`src/rtl/nx_dot_pkg.sv`:
```
// Shared types and widths for the 6-lane int8 dot-product sequencer.
package nx_dot_pkg;

   localparam int unsigned DOT6_LANES = 6;
   localparam int unsigned DOT6_IN_W  = 8;
   localparam int unsigned DOT6_RES_W = 19;

   typedef enum logic [1:0] {IDLE, ISSUE, DRAIN, OUTPUT} dot_seq_state_t;

   typedef struct packed {
      logic valid;
      logic last;
   } dot_tag_t;

endpackage

```
`src/rtl/nx_dot_tag_pipe.sv`:
```
// Shadow tag pipeline: DEPTH-stage shift register of chunk tags, cleared by synchronous active-low reset.
module nx_dot_tag_pipe
   import nx_dot_pkg::*;
#(
   parameter int unsigned DEPTH = 2
) (
   input  logic     clk,
   input  logic     rst_n,
   input  dot_tag_t tag_i,
   output dot_tag_t tag_o
);

   dot_tag_t stage_q [DEPTH];

   always_ff @(posedge clk) begin
      if (!rst_n) begin
         for (int unsigned i = 0; i < DEPTH; i++) begin
            stage_q[i] <= '0;
         end
      end else begin
         stage_q[0] <= tag_i;
         for (int unsigned i = 1; i < DEPTH; i++) begin
            stage_q[i] <= stage_q[i-1];
         end
      end
   end

   assign tag_o = stage_q[DEPTH-1];

endmodule

```
`src/rtl/nx_dot6_seq_ctrl.sv`:
```
// Streams 6-lane int8 chunks into an external pipelined dot unit and accumulates one result per vector.
// Define NX_DOT_SEQ_SAT_EN for a saturating accumulator with a sticky sat_flag output.
module nx_dot6_seq_ctrl
   import nx_dot_pkg::*;
#(
   parameter int unsigned DOT_LAT    = 2,
   parameter int unsigned MAX_CHUNKS = 256,
   parameter int unsigned CNT_W      = $clog2(MAX_CHUNKS + 1),
   parameter int unsigned ACC_W      = 24
) (
   input  logic                              clk,
   input  logic                              rst_n,
   input  logic [CNT_W-1:0]                  cfg_num_chunks,
   input  logic                              in_valid,
   output logic                              in_ready,
   input  logic [DOT6_LANES*DOT6_IN_W-1:0]   in_a,
   input  logic [DOT6_LANES*DOT6_IN_W-1:0]   in_b,
   output logic [DOT6_LANES*DOT6_IN_W-1:0]   dot_a,
   output logic [DOT6_LANES*DOT6_IN_W-1:0]   dot_b,
   input  logic [DOT6_RES_W-1:0]             dot_res,
   output logic                              out_valid,
   input  logic                              out_ready,
   output logic [ACC_W-1:0]                  out_data,
   output logic                              busy
`ifdef NX_DOT_SEQ_SAT_EN
   ,
   output logic                              sat_flag
`endif
);

   localparam int unsigned VEC_W = DOT6_LANES * DOT6_IN_W;

   dot_seq_state_t          state_q, state_d;
   logic [CNT_W-1:0]        n_q, n_d;
   logic [CNT_W-1:0]        issued_q, issued_d;
   logic [CNT_W-1:0]        issued_inc;
   logic [CNT_W-1:0]        n_sel;
   logic [VEC_W-1:0]        dot_a_q, dot_a_d;
   logic [VEC_W-1:0]        dot_b_q, dot_b_d;
   dot_tag_t                tag_q, tag_d;
   dot_tag_t                tap;
   logic signed [ACC_W-1:0] acc_q, acc_d;
   logic signed [ACC_W-1:0] acc_next;
   logic signed [ACC_W-1:0] res_ext;
   logic [ACC_W-1:0]        out_data_q, out_data_d;
   logic                    out_valid_q, out_valid_d;
   logic                    accept;
`ifdef NX_DOT_SEQ_SAT_EN
   logic                    sat_q, sat_d;
   logic                    acc_clamp;
   logic signed [ACC_W:0]   sum_w;
`endif

   // Zero chunks is treated as one; oversized requests clamp to the supported maximum.
   assign n_sel = (cfg_num_chunks == '0)                 ? CNT_W'(1) :
                  (cfg_num_chunks > CNT_W'(MAX_CHUNKS))  ? CNT_W'(MAX_CHUNKS) :
                                                           cfg_num_chunks;

   assign issued_inc = issued_q + CNT_W'(1);
   assign in_ready   = (state_q == IDLE) || (state_q == ISSUE);
   assign accept     = in_valid && in_ready;
   assign res_ext    = ACC_W'(signed'(dot_res));

   // Tag register sits alongside dot_a/dot_b; the pipe adds DOT_LAT more stages so its tail lines up with dot_res.
   nx_dot_tag_pipe #(
      .DEPTH (DOT_LAT)
   ) u_tag_pipe (
      .clk   (clk),
      .rst_n (rst_n),
      .tag_i (tag_q),
      .tag_o (tap)
   );

`ifdef NX_DOT_SEQ_SAT_EN
   always_comb begin
      sum_w     = {acc_q[ACC_W-1], acc_q} + {res_ext[ACC_W-1], res_ext};
      acc_next  = sum_w[ACC_W-1:0];
      acc_clamp = 1'b0;
      if (sum_w[ACC_W] != sum_w[ACC_W-1]) begin
         acc_clamp = 1'b1;
         acc_next  = sum_w[ACC_W] ? {1'b1, {(ACC_W-1){1'b0}}} : {1'b0, {(ACC_W-1){1'b1}}};
      end
   end
`else
   always_comb begin
      acc_next = acc_q + res_ext;
   end
`endif

   always_comb begin
      state_d     = state_q;
      n_d         = n_q;
      issued_d    = issued_q;
      dot_a_d     = dot_a_q;
      dot_b_d     = dot_b_q;
      tag_d       = '0;
      acc_d       = acc_q;
      out_valid_d = out_valid_q;
      out_data_d  = out_data_q;
`ifdef NX_DOT_SEQ_SAT_EN
      sat_d       = sat_q;
`endif

      if (tap.valid) begin
         acc_d = acc_next;
`ifdef NX_DOT_SEQ_SAT_EN
         sat_d = sat_q | acc_clamp;
`endif
         if (tap.last) begin
            out_data_d  = acc_next;
            out_valid_d = 1'b1;
            state_d     = OUTPUT;
         end
      end

      case (state_q)
         IDLE: begin
            if (accept) begin
               n_d         = n_sel;
               issued_d    = CNT_W'(1);
               dot_a_d     = in_a;
               dot_b_d     = in_b;
               tag_d.valid = 1'b1;
               tag_d.last  = (n_sel == CNT_W'(1));
               acc_d       = '0;
`ifdef NX_DOT_SEQ_SAT_EN
               sat_d       = 1'b0;
`endif
               state_d     = (n_sel == CNT_W'(1)) ? DRAIN : ISSUE;
            end
         end
         ISSUE: begin
            if (accept) begin
               issued_d    = issued_inc;
               dot_a_d     = in_a;
               dot_b_d     = in_b;
               tag_d.valid = 1'b1;
               tag_d.last  = (issued_inc == n_q);
               if (issued_inc == n_q) begin
                  state_d = DRAIN;
               end
            end
         end
         DRAIN: begin
         end
         OUTPUT: begin
            if (out_ready) begin
               out_valid_d = 1'b0;
               state_d     = IDLE;
            end
         end
         default: state_d = IDLE;
      endcase
   end

   always_ff @(posedge clk) begin
      if (!rst_n) begin
         state_q     <= IDLE;
         n_q         <= '0;
         issued_q    <= '0;
         dot_a_q     <= '0;
         dot_b_q     <= '0;
         tag_q       <= '0;
         acc_q       <= '0;
         out_valid_q <= 1'b0;
         out_data_q  <= '0;
`ifdef NX_DOT_SEQ_SAT_EN
         sat_q       <= 1'b0;
`endif
      end else begin
         state_q     <= state_d;
         n_q         <= n_d;
         issued_q    <= issued_d;
         dot_a_q     <= dot_a_d;
         dot_b_q     <= dot_b_d;
         tag_q       <= tag_d;
         acc_q       <= acc_d;
         out_valid_q <= out_valid_d;
         out_data_q  <= out_data_d;
`ifdef NX_DOT_SEQ_SAT_EN
         sat_q       <= sat_d;
`endif
      end
   end

   assign dot_a     = dot_a_q;
   assign dot_b     = dot_b_q;
   assign out_valid = out_valid_q;
   assign out_data  = out_data_q;
   assign busy      = (state_q != IDLE);
`ifdef NX_DOT_SEQ_SAT_EN
   assign sat_flag  = sat_q;
`endif

endmodule

```
`config.mk`:
```
export PLATFORM = sky130hd
export DESIGN_NAME = nx_dot6_seq_ctrl
export DESIGN_NICKNAME = d
export VERILOG_FILES = /design/src/rtl/nx_dot_pkg.sv /design/src/rtl/nx_dot_tag_pipe.sv /design/src/rtl/nx_dot6_seq_ctrl.sv
export SDC_FILE = /design/constraint.sdc
export NUM_CORES = 1
export LEC_CHECK = 0
export CAP_MARGIN = 20
export CORE_AREA = 2 2 135 137
export CTS_BUF_LIST = sky130_fd_sc_hd__clkbuf_4 sky130_fd_sc_hd__clkbuf_8
export DETAILED_ROUTE_END_ITERATION = 8
export DIE_AREA = 0 0 137 139
export PLACE_DENSITY = 0.78
export SYNTH_ARGS = -nofsm -noshare
export SYNTH_HDL_FRONTEND = slang
export SYNTH_HIERARCHICAL = 1
export SYNTH_SLANG_ARGS = --single-unit
```
`constraint.sdc`:
```
create_clock -name clk -period 2.7 [get_ports clk]
set_input_delay 0.54 -clock clk [delete_from_list [all_inputs] [get_ports clk]]
set_output_delay 0.54 -clock clk [all_outputs]
set_load 0.01 [all_outputs]
```
==> flow_summary.toml, run 1 <==
[status]
outcome = "completed"

[logic_synthesis]
synth_cell_types = 56
synth_cells = 919
avgSynthCellArea_um2 = 8.08
synth-main-ff-cell = "dfxtp_1"
netlist_area_um2 = 7420
synth_top_cell_by_area = "dfxtp_1"
ys_ff_latch = 171
ys_seq_area_share_pct = 46.1
synth_nets = 1072
synth_top_area_share_pct = 46.1
synth_edf_count = 0
synthTopCellsByArea = "dfxtp_1 46%, nand2_1 12%, a21oi_1 9.8%, ha_1 4.0%, mux2i_1 3.0%"
async_reset_ff_share_pct = 0
yosysWarnings = 6

[finish]
area_growth_pct = 48.3
nets = 1354
final_cell_mix = "248 x clkdlybuf4s50_1, 245 x nand2_1, 170 x dfxtp_1"
final_area_um2 = 11000
antenna_cells = 0
layout_commonest_cell = "clkdlybuf4s50_1"
stdcell_count = 1442
drive_above_1_share_pct = 10.6
post-route-util_pct = 62.4
fill_cells = 1547

[timing]
holdWs_ps = 435
skew_ps = 18.5
setup_slack_ps = 33.3
final-setup-viol-count = 0
drv_slew = 0
min_period_ps = 2670
layout_worst_path_cycle_share_pct = 98.8
hold_violations = 0
max_clock_freq_mhz = 375
slew_headroom_pct = 37.1
tightest_slew_ps = 944

[setup_path]
critPathArrivalTime_ps = 3060
cp_top_family = "simple AND/OR/NAND/NOR gates"
worstSetupPathType = "in -> reg"
cp_slowest_stage_delay_ps = 530
r2r-start = "acc_q[0]"
crit_path_start_kind = "input port"
cp_max_fo = 3
r2r_slack_ps = 40
reg2regPathDepth = 11
required_ps = 3090
worstReg2RegEnd = "acc_q[22]"
critical_path_depth = 12
crit_slowest_cell = "or4b_4"
setup.worst_path.end_class = "register"
crit_buf_inv = 2
worstPathCellList = "dlygate4sd2_1 > ha_4 > inv_2 > fa_2 > and2b_1 > o31a_2 > o211a_1 > nor2_2 > a31o_1 > o21a_1 > or4b_4 > nand3_2"

[power_and_ir_drop]
p_per_area_nw_per_um2 = 492
p_int_uw = 3950
switching_share_pct = 27.0
p_comb_share_pct = 16.5
max-vdd-ir-drop_v = 0.000381
clkPwrFrac_pct = 34.1
p_seq_share_pct = 49.4
power.switching_uw = 1460
leakage_uw = 0.00433

[die]
core_um2 = 17700
die_y_um = 139
start_util_pct = 42.0
dieArea_um2 = 19000
ios = 251
rows = 49
dieWidth_um = 137

[grt]
grt_first_pass_wirelength_mm = 34.6
grt_max_degree = 94
grt_usage_pct = 22.5
antenna_found_initial = 0
grt_pass1_vias = 7191
overflow = 0

[min_path]
min_to = "u_tag_pipe/stage_q[0][2]"
min_path_cells = 1
worstHoldStart = "u_tag_pipe/stage_q[0][0]"
hold_class = "reg -> reg"

[cts]
clock_latency_ps = 450
path_clk_slew_ps = 90
clock_path_buffers = 2
cts_tree = "done"
cts-root-buf = "clkbuf_8"
cts.sinks = 171
h-tree-depth = 4
cts_buffers = 17

[route]
drt_first_pass_iters = 5
remaining_drc_errors = 0
via_count = 7398
postRouteAntennaNets = 0
wl_per_cell_um = 14.9
drt_iter0_drc = 471
vias_per_cell = 5.13
wirelength_mm = 21.4

[placement]
place_congestion = 0.863
dp_slack_ps = -607
place_area_um2 = 10500
dp.cells = 1407
hpwl_mm = 15.1
port_buffers = 250

[flow_run]
cap_violations = 0
[power groups by stage]
| stage | clock (uW) | sequential (uW) | combinational [uW] |
|---|---|---|---|
| 4_1_cts | 1890 | 2680 | 894 |
| 5_1_grt | 2000 | 2690 | 977 |
| 3_5_place_dp | 0 | 2730 | 889 |
| 6_report | 1840 | 2670 | 895 |
| 2_1_floorplan | 0 | 2770 | 340 |
| 3_3_place_gp | 0 | 2730 | 879 |
[cells in the mapped netlist, types with 9 or more instances]
| cell type | number |
|---|---|
| nand2_1 | 246 |
| dfxtp_1 | 171 |
| a21oi_1 | 145 |
| nor2_1 | 53 |
| clkbuf_1 | 51 |
| ha_1 | 24 |
| o21ai_0 | 24 |
| mux2i_1 | 22 |
| xnor2_1 | 16 |
| nand3_1 | 14 |
| xor2_1 | 14 |
| nor3_1 | 11 |
| nand4_1 | 10 |
| a21o_1 | 9 |
| nand3b_1 | 9 |
[registers in the layout, summed over array words and instances, names as in the netlist]
register,cells
out_valid,1
n_q,9
dot_b,48
tag_q,2
acc_q,24
out_data,24
dot_a,48
state_q,2
issued_q,9
u_tag_pipe/stage_q,4
[metrics by stage]
stage | power [uW] | setup TNS, ps
3_3_place_gp | 3610 | -8030
4_1_cts | 5460 | 0
5_1_grt | 5660 | -33.7
2_1_floorplan | 3110 | 0
3_5_place_dp | 3620 | -10450
6_report | 5410 | 0
[per-layer routing]
metal / global-route usage, % / vias up / part of all wire (%)
met3: 7.09 / 43 / 7.8
met2: 37.5 / 237 / 48
li1: - / 3680 / -
met4: 8.08 / 0 / 2.5
met5: 0 / - / 0
met1: 27.0 / 3438 / 41
[final cells by class]
cell class | count | area, um2 | area share (%)
Multi-Input combinational cell | 679 | 3780 | 34.4
Tap cell | 229 | 287 | 2.60
Clock buffer | 17 | 234 | 2.12
Clock inverter | 14 | 163 | 1.48
Timing Repair Buffer | 324 | 3080 | 28.0
Sequential cell | 171 | 3430 | 31.1
Inverter | 8 | 32.5 | 0.295
[cell families (layout without fill, tap and decap cells)]
family | count (synthesis) | in the layout | share of synthesized area, %
XOR/XNOR | 31 | 31 | 3.84
buffers and inverters | 69 | 363 | 3.71
flip-flops | 171 | 171 | 46.1
AND/OR/NAND/NOR | 380 | 380 | 22.0
multiplexers | 22 | 22 | 2.97
AO/OA/AOI/OAI | 221 | 221 | 17.1
adder cells (fa/ha/maj) | 25 | 25 | 4.31
[what timing repair did]
item	4_1_cts	5_1_grt
setup buffers	2	1
endpoints found under the setup margin	4	15
hold buffers	0	0
gates resized for setup	4	12
pin swaps	7	7
endpoints found under the hold margin	0	0
[how the worst max path moves through the flow]
stage          startpoint         to  slack (ps)
3_5_place_dp   dot_res[0]  acc_q[22]        -610
5_1_grt          acc_q[0]  acc_q[22]         -20
4_1_cts        dot_res[1]  acc_q[22]          20
2_1_floorplan  dot_res[0]  acc_q[22]          20
3_3_place_gp   dot_res[0]  acc_q[22]        -530
6_report       dot_res[0]  acc_q[22]          30
(Power assumes the default switching activity.)
==> run 2, diff against run 1 <==
--- a/config.mk
+++ b/config.mk
@@ -5,12 +5,13 @@
 export SDC_FILE = /design/constraint.sdc
 export NUM_CORES = 1
 export LEC_CHECK = 0
-export CAP_MARGIN = 20
+export CAP_MARGIN = 40
 export CORE_AREA = 2 2 135 137
 export CTS_BUF_LIST = sky130_fd_sc_hd__clkbuf_4 sky130_fd_sc_hd__clkbuf_8
 export DETAILED_ROUTE_END_ITERATION = 8
 export DIE_AREA = 0 0 137 139
 export PLACE_DENSITY = 0.78
+export REMOVE_ABC_BUFFERS = 1
 export SYNTH_ARGS = -nofsm -noshare
 export SYNTH_HDL_FRONTEND = slang
 export SYNTH_HIERARCHICAL = 1
==> run 2 against run 1 <==
Effect of this change:
- first-iteration DRC count decreased by 30%
- sequential power about the same
- worst setup slack got worse by 4.7 ps
- largest cell class unchanged
- highest routed layer unchanged
==> flow_summary.toml, run 2 (synthesis gave the netlist of run 1 again) <==
[status]
outcome = "completed"

[die]
start_util_pct = 42.0
die_y_um = 139
ios = 251
rows = 49
dieArea_um2 = 19000
dieWidth_um = 137
core_um2 = 17700

[cts]
clock_path_buffers = 2
cts.sinks = 171
cts-root-buf = "clkbuf_8"
clock_latency_ps = 460
cts_tree = "done"
cts_buffers = 17
path_clk_slew_ps = 100
h-tree-depth = 4

[timing]
rsz0062_at_grt = "true"
drv_slew = 0
min_period_ps = 2670
max_clock_freq_mhz = 374
final-setup-viol-count = 0
skew_ps = 16.5
tightest_slew_ps = 765
layout_worst_path_cycle_share_pct = 98.9
holdWs_ps = 434
slew_headroom_pct = 49.0
hold_violations = 0

[finish]
nets = 1343
final_cell_mix = "249 x clkdlybuf4s50_1, 245 x nand2_1, 170 x dfxtp_1"
area_growth_pct = 47.7
final_area_um2 = 11000
layout_commonest_cell = "clkdlybuf4s50_1"
drive_above_1_share_pct = 9.73
antenna_cells = 0

[route]
postRouteAntennaNets = 0
wl_per_cell_um = 15.1
wirelength_mm = 21.7
drt_first_pass_iters = 4
drt_iter0_drc = 332
remaining_drc_errors = 0
vias_per_cell = 5.04
via_count = 7221

[setup_path]
required_ps = 3090
critPathArrivalTime_ps = 3060
setup.worst_path.end_class = "register"
cp_max_fo = 4
crit_path_start_kind = "input port"
worstSetupPathType = "in -> reg"

[grt]
grt_first_pass_wirelength_mm = 34.4
grt_pass1_vias = 7174
antenna_found_initial = 0
overflow = 0
grt_usage_pct = 22.7
grt_max_degree = 84

[min_path]
hold_class = "reg -> reg"

[power_and_ir_drop]
leakage_uw = 0.00428
max-vdd-ir-drop_v = 0.000411
p_per_area_nw_per_um2 = 501

[placement]
place_congestion = 0.889
port_buffers = 250
place_area_um2 = 10500
hpwl_mm = 15.5

[flow_run]
cap_violations = 0
[run 2: cell count changes in the layout (fill, tap and decap cells not counted), sizes merged]
| cell | previous run | this run |
|---|---|---|
| clkdlybuf4s50 | 248 | 249 |
| dlygate4sd2 | 1 | 0 |
| inv | 13 | 16 |
| clkinv | 4 | 1 |
| clkbuf | 17 | 18 |
| buf | 74 | 63 |
[run 2: repair_timing]
item / 4_1_cts / 5_1_grt
resized for setup: 2 / 10
pin swaps: 2 / 11
buffers inserted: 0 / 1
endpoints found under the setup margin: 3 / 11
hold buffers: 0 / 0
[run 2: layout make-up]
class / instances / area, um2
inverter: 8 / 32.5
clock inverter: 14 / 171
tap: 229 / 287
clock buffer: 18 / 241
multi-input combinational: 679 / 3780
fill: 1551 / 6690
sequential: 171 / 3420
timing repair buffer: 313 / 3030
[run 2: worst paths after layout]
path	start	to	slack (ps)	depth (start not counted)
worst max-delay path	dot_res[1]	acc_q[22]	30	11
worst min-delay path	u_tag_pipe/stage_q[0][0]	u_tag_pipe/stage_q[0][2]	430	1
worst max register to register	acc_q[0]	acc_q[22]	60	11
worst min register to register	u_tag_pipe/stage_q[0][0]	u_tag_pipe/stage_q[0][2]	430	1
[run 2: per-layer routing]
layer	vias up	track usage [%]	part of all wire (%)
met2	218	37.6	48
met4	0	9.06	2.9
met3	37	9.61	8.4
li1	3653	-	-
met1	3313	25.7	41
met5	-	0	0
[run 2: worst max-delay path, cell delays in order]
cell	delay (ps)
clkdlybuf4s50_1	470
inv_1	50
fa_2	340
and2b_1	220
o31a_2	150
o211a_1	160
nor2_2	50
a31o_1	230
o21a_1	220
or4b_1	520
nand3_1	90
[run 2: per-stage QoR]
stage,setup slack (ps),total power (uW),util [%],TNS [ps],cells
final,28.6,5490,62.1,0,1432
after global routing,-58.4,5730,62.1,-135,1432
after CTS,-7.02,5550,61.8,-7.02,1431
after detailed placement,-601,3620,59.5,-10340,1399
after global placement,-553,3600,59.1,-8700,1396
after floorplan,-2520,3100,-,-203870,858
[run 2: power by group]
| part | internal, uW | total (uW) | leakage [uW] | switching [uW] |
|---|---|---|---|---|
| sequential | 2620 | 2680 | 0.00140 | 56.6 |
| combinational | 485 | 893 | 0.00268 | 407 |
| clock | 873 | 1920 | 0.000202 | 1050 |
